<file path="src/rtl/systolic_pkg.sv">
// Shared types and sizing for the 8x8 systolic array address path.
package systolic_pkg;

   localparam int ARRAY_DIM    = 8;
   localparam int SERIAL_W     = 7;
   localparam int STEP         = 4;
   localparam int DRAIN_CYCLES = 2 * ARRAY_DIM - 1;

   typedef enum logic [1:0] {
      IDLE,
      ISSUE,
      DRAIN,
      DONE
   } seq_state_t;

endpackage

</file>
<file path="src/rtl/addr_seq_ctrl.sv">
// Address sequencer: start -> serials 0,STEP,..<=last, drain, done pulse; all outputs registered, first issue 1 cycle after start.
// Stall freezes state/serial/drain count for that edge and drops addr_valid; start ignored while busy.
module addr_seq_ctrl #(
   parameter int SERIAL_W     = systolic_pkg::SERIAL_W,
   parameter int STEP         = systolic_pkg::STEP,
   parameter int DRAIN_CYCLES = systolic_pkg::DRAIN_CYCLES
) (
   input  logic                clk,
   input  logic                rst_n,
   input  logic                start,
   input  logic [SERIAL_W-1:0] last_serial,
   input  logic                stall,
   output logic [SERIAL_W-1:0] addr_serial_num,
   output logic                addr_valid,
   output logic                acc_clear,
   output logic                busy,
   output logic                done
);
   import systolic_pkg::*;

   localparam int                CNT_W    = $clog2(DRAIN_CYCLES + 1);
   localparam logic [SERIAL_W:0] STEP_EXT = (SERIAL_W + 1)'(STEP);
   localparam logic [CNT_W-1:0]  CNT_LAST = CNT_W'(DRAIN_CYCLES);
   localparam logic [CNT_W-1:0]  CNT_ONE  = CNT_W'(1);

   seq_state_t          state_q, state_d;
   logic [SERIAL_W-1:0] serial_q, serial_d;
   logic [SERIAL_W-1:0] last_q, last_d;
   logic [CNT_W-1:0]    cnt_q, cnt_d;
   logic                valid_q, valid_d;
   logic                clear_q, clear_d;
   logic                busy_q, busy_d;
   logic                done_q, done_d;
   logic [SERIAL_W:0]   serial_inc;
   logic                issue_end;

   // One extra bit so the step past the top of the serial range is seen, never wrapped.
   assign serial_inc = {1'b0, serial_q} + STEP_EXT;
   assign issue_end  = (serial_inc > {1'b0, last_q}) || serial_inc[SERIAL_W];

   always_ff @(posedge clk or negedge rst_n) begin
      if (!rst_n) begin
         state_q  <= IDLE;
         serial_q <= '0;
         last_q   <= '0;
         cnt_q    <= '0;
         valid_q  <= 1'b0;
         clear_q  <= 1'b0;
         busy_q   <= 1'b0;
         done_q   <= 1'b0;
      end else begin
         state_q  <= state_d;
         serial_q <= serial_d;
         last_q   <= last_d;
         cnt_q    <= cnt_d;
         valid_q  <= valid_d;
         clear_q  <= clear_d;
         busy_q   <= busy_d;
         done_q   <= done_d;
      end
   end

   always_comb begin
      state_d  = state_q;
      serial_d = serial_q;
      last_d   = last_q;
      cnt_d    = cnt_q;
      valid_d  = 1'b0;
      clear_d  = 1'b0;
      done_d   = 1'b0;
      case (state_q)
         IDLE: begin
            if (start) begin
               state_d  = ISSUE;
               serial_d = '0;
               last_d   = last_serial;
               valid_d  = 1'b1;
               clear_d  = 1'b1;
            end
         end
         ISSUE: begin
            if (!stall) begin
               if (issue_end) begin
                  // The transition edge counts as the first drain cycle.
                  state_d = DRAIN;
                  cnt_d   = CNT_ONE;
               end else begin
                  serial_d = serial_inc[SERIAL_W-1:0];
                  valid_d  = 1'b1;
               end
            end
         end
         DRAIN: begin
            if (!stall) begin
               if (cnt_q == CNT_LAST) begin
                  state_d = DONE;
                  done_d  = 1'b1;
               end else begin
                  cnt_d = cnt_q + CNT_ONE;
               end
            end
         end
         DONE: begin
            state_d = IDLE;
         end
         default: begin
            state_d = IDLE;
         end
      endcase
      busy_d = (state_d != IDLE);
   end

   assign addr_serial_num = serial_q;
   assign addr_valid      = valid_q;
   assign acc_clear       = clear_q;
   assign busy            = busy_q;
   assign done            = done_q;

endmodule
</file>
<file path="config.mk">
export PLATFORM = sky130hd
export DESIGN_NAME = addr_seq_ctrl
export DESIGN_NICKNAME = d
export VERILOG_FILES = /design/src/rtl/systolic_pkg.sv /design/src/rtl/addr_seq_ctrl.sv
export SDC_FILE = /design/constraint.sdc
export NUM_CORES = 1
export LEC_CHECK = 0
export ABC_AREA = 1
export BUFFER_PORTS_ARGS = -buffer_cell sky130_fd_sc_hd__buf_2
export CAP_MARGIN = 20
export CELL_PAD_IN_SITES_DETAIL_PLACEMENT = 1
export CELL_PAD_IN_SITES_GLOBAL_PLACEMENT = 2
export CORE_AREA = 2 2 65 67
export DETAILED_ROUTE_END_ITERATION = 10
export DIE_AREA = 0 0 67 69
export PLACE_DENSITY = 0.73
export SLEW_MARGIN = 20
export SYNTH_ARGS = -nofsm -noshare
export SYNTH_HDL_FRONTEND = slang
export SYNTH_SLANG_ARGS = --single-unit
</file>
<file path="constraint.sdc">
create_clock -name clk -period 2.52 [get_ports clk]
set_input_delay 0.504 -clock clk [delete_from_list [all_inputs] [get_ports clk]]
set_output_delay 0.504 -clock clk [all_outputs]
set_load 0.02 [all_outputs]
</file>
==> run_results.csv <==
group,metric,value,unit
status,outcome,"finished, final reports clean",
critical_path,r2r_start,"addr_serial_num[2]",
finish,fin_nets,182,
drt,ant_nets,0,
die,io_pins,22,
place,detailed_place_hpwl,2070,um
logic_synthesis,ys_seq_area_frac,0.441,
sta,worstMarginPinSlew,0.519,ns
finish,diodes,0,
logic_synthesis,synthDistinctLibCells,23,
critical_path,cp_data_arrival_time,2.20,ns
critical_path,critPathLaunchType,"flip-flop",
sta,tns,0,ns
die,die_y,69,um
power,vdd_drop_max,0.322,mV
power,combPwrFrac,0.546,
logic_synthesis,synth_adder_area_share,0.0701,
finish,drive_gt1_frac,0.294,
logic_synthesis,synthMuxAreaShare,0,
grt,grt_max_degree,23,
die,die_area,0.00462,mm2
worst_hold_path,hold_class,"input port to async pin",
critical_path,worstSetupStartpoint,"addr_serial_num[2]",
drt,dr.pass1.iters,2,
clock_network,path_clk_slew,0.08,ns
power,power.leakage,0.815,nW
clock_network,clk_latency,0.26,ns
grt,track_usage,0.128,
die,core_region_area,0.00391,mm2
grt,grtUsageMet1,0.168,
critical_path,worstPathMaxFanout,4,
sta,rsz0062_at_grt,"no",
critical_path,critical-path-top-delay-family,"simple AND/OR/NAND/NOR gates",
critical_path,path_cells,"ha_1 > nand2_1 > inv_1 > nand2_1 > xor2_1 > inv_1 > ha_1 > nand4_1 > nand2_2 > nand2_1 > nand3_1 > nand2_1 > inv_1 > nand2_2",
critical_path,cp_slowest_cell,"dfrtp_1",
place,dpl.cell_count,209,
finish,fin_cells,213,
place,io_buffers,19,
drt,dr_total_vias,977,
clock_network,cts_hold_buf,0,
logic_synthesis,synth_top_family_by_area,"simple AND/OR/NAND/NOR gates",
drt,routedWlPerCell,12.1,um
grt,grt_pass1_vias,1040,
clock_network,cts_buffer_depth,2,
clock_network,cts.sinks,22,
clock_network,cts_tree,"built",
critical_path,cp.required,2.68,ns
sta,finalCriticalPeriod,2.04,ns
sta,fmax,0.491,GHz
sta,slew_violations,0,
sta,period_share,0.808,
grt,grt_antenna_before_repair,0,
logic_synthesis,synth_compound_area_frac,0.0391,
finish,fill_cells,489,
logic_synthesis,synth_xor_area_frac,0.0281,
job,maxCapViolCount,0,
logic_synthesis,synthSimpleGateAreaFrac,0.335,
finish,area_growth,15.5,%
sta,setup_viol,0,
grt,grt_pass1_wl,4610,um
power,pwr-share-clk,0.142,
sta,fin_worst_skew,0.00129,ns
drt,drt_iter0_drc,60,
finish,regArea,551,um2
grt,grt_util_met2,0.206,
clock_network,cts_max_level,1,
critical_path,slowest_delay,0.41,ns
power,power.internal,0.000971,W
sta,finalHoldViolations,0,
logic_synthesis,yosys_warnings,0,
critical_path,critical_path_class,"flip-flop to flip-flop",
logic_synthesis,netlist_area,0.00125,mm2
logic_synthesis,syn_area_per_cell,8.79,um2
die,std_cell_rows,23,
sta,slew_headroom,0.654,
power,pwr-share-seq,0.312,
power,netSwitchingPower,0.000852,W
grt,grt_util_met3,0.0147,
critical_path,endpoint_kind,"flip-flop",
clock_network,cts-root-buf,"clkbuf_8",
logic_synthesis,synthCells,142,
drt,vias_per_cell,4.59,
die,die_w,67,um
drt,drc,0,
die,initial_core_util,0.319,
drt,drt-total-wl,2570,um
place,gp_congestion,0.832,
critical_path,timing.critical_path.buf_inv,3,
grt,grt.overflow.total,0,
power,power_density,1260,mW/mm2
clock_network,cts_buffers,3,
finish,multiInputGateArea,597,um2
power,sw_frac_of_total,0.467,
grt,busiest_layer,"met2",
clock_network,cts_setup_buffers,0,
critical_path,cpMostUsedCell,"nand2_1",
logic_synthesis,synth-seq-cells,22,
clock_network,cts_resized,0,
-- per-stage QoR --
| step | area (um2) | utilization | total power, W | hold slack (ns) | setup slack (ns) |
|---|---|---|---|---|---|
| floorplan | 1250 | - | 0.00135 | 0.208 | 0.549 |
| global placement | 1390 | 0.355 | 0.00157 | 0.488 | 0.518 |
| detailed placement | 1390 | 0.355 | 0.00159 | 0.496 | 0.482 |
| CTS | 1440 | 0.369 | 0.00186 | 0.220 | 0.459 |
| global route | 1440 | 0.369 | 0.00201 | 0.241 | 0.209 |
| finish | 1440 | 0.369 | 0.00182 | 0.204 | 0.484 |
-- registers in the layout, indices dropped and copies added (netlist names) --
register / count
acc_clear: 1
addr_serial_num: 5
addr_valid: 1
busy: 1
cnt_q: 4
done: 1
last_q: 7
state_q: 2
-- cells in the final DEF (no fill, tap or decap), types with 2 or more instances in the layout --
cell      synthesis  final
o21ai_1           7      7
nand3_1           7      7
nand3_4           3      3
xor2_1            2      2
xnor2_1           2      2
nor2_4            3      3
nor2_1            7      7
nand2_1          39     39
nand4_1           5      5
ha_1              7      7
buf_2             0     19
conb_1            1      2
inv_1            14     14
clkbuf_8          0      4
inv_2             8      8
nand2_2           5      5
dfrtp_1          22     22
-- layout make-up --
| class | instances | area share |
|---|---|---|
| flip-flops and latches | 22 | 0.382 |
| well taps | 50 | 0.0434 |
| clock buffers | 4 | 0.0382 |
| inverters | 22 | 0.0572 |
| multi-input cells | 96 | 0.414 |
| repair buffers | 19 | 0.0659 |
-- power groups by stage --
| stage | clock (W) | combinational (W) | sequential [W] |
|---|---|---|---|
| final | 0.000258 | 0.000995 | 0.000569 |
| after global placement | 0 | 0.000996 | 0.000571 |
| after CTS | 0.000269 | 0.00102 | 0.000572 |
| after global routing | 0.000281 | 0.00114 | 0.000589 |
| after floorplan | 0 | 0.000728 | 0.000622 |
| after detailed placement | 0 | 0.00102 | 0.000579 |
-- metal layers --
| layer | routed length (um) | vias to the layer above | share of wire |
|---|---|---|---|
| met4 | 65 | 0 | 0.025 |
| met5 | 0 | - | 0 |
| li1 | - | 486 | - |
| met1 | 1110 | 470 | 0.43 |
| met2 | 1320 | 14 | 0.51 |
| met3 | 73 | 7 | 0.028 |
-- worst paths after layout --
| check | end | cells past startpoint | slack [ns] |
|---|---|---|---|
| setup / recovery | busy | 14 | 0.48 |
| hold / removal | acc_clear | 1 | 0.20 |
| setup reg to reg | busy | 14 | 0.48 |
| hold reg to reg | last_q[1] | 2 | 0.51 |
| max in group asynchronous | state_q[1] | 1 | 1.97 |
| min in group clk | last_q[0] | 3 | 0.44 |
-- synth_stat cells --
cell	count	area, um2
nand2_1	39	146
nand4_2	1	12.5
xnor2_1	2	17.5
nand3_2	1	10.0
ha_1	7	87.6
conb_1	1	3.75
nand3_1	7	35.0
dfrtp_1	22	551
xor2_1	2	17.5
o21ai_2	1	8.76
nor2_1	7	26.3
a21oi_1	1	5.00
nor2_4	3	33.8
nand2_2	5	31.3
o21ai_1	7	35.0
inv_2	8	30.0
nor2_2	1	6.26
inv_1	14	52.6
nand4_1	5	31.3
nor3b_2	1	12.5
nand3_4	3	52.6
buf_4	3	22.5
nand3b_4	1	20.0
-- cell families (layout without fill, tap and decap cells) --
| family | count (synthesis) | after routing |
|---|---|---|
| simple gates | 74 | 74 |
| flops | 22 | 22 |
| fa+ha+maj | 7 | 7 |
| buf+inv | 25 | 45 |
| compound gates | 9 | 9 |
| other cells | 1 | 2 |
| xor+xnor | 4 | 4 |
No activity file was read; power rests on OpenSTA's default activity.
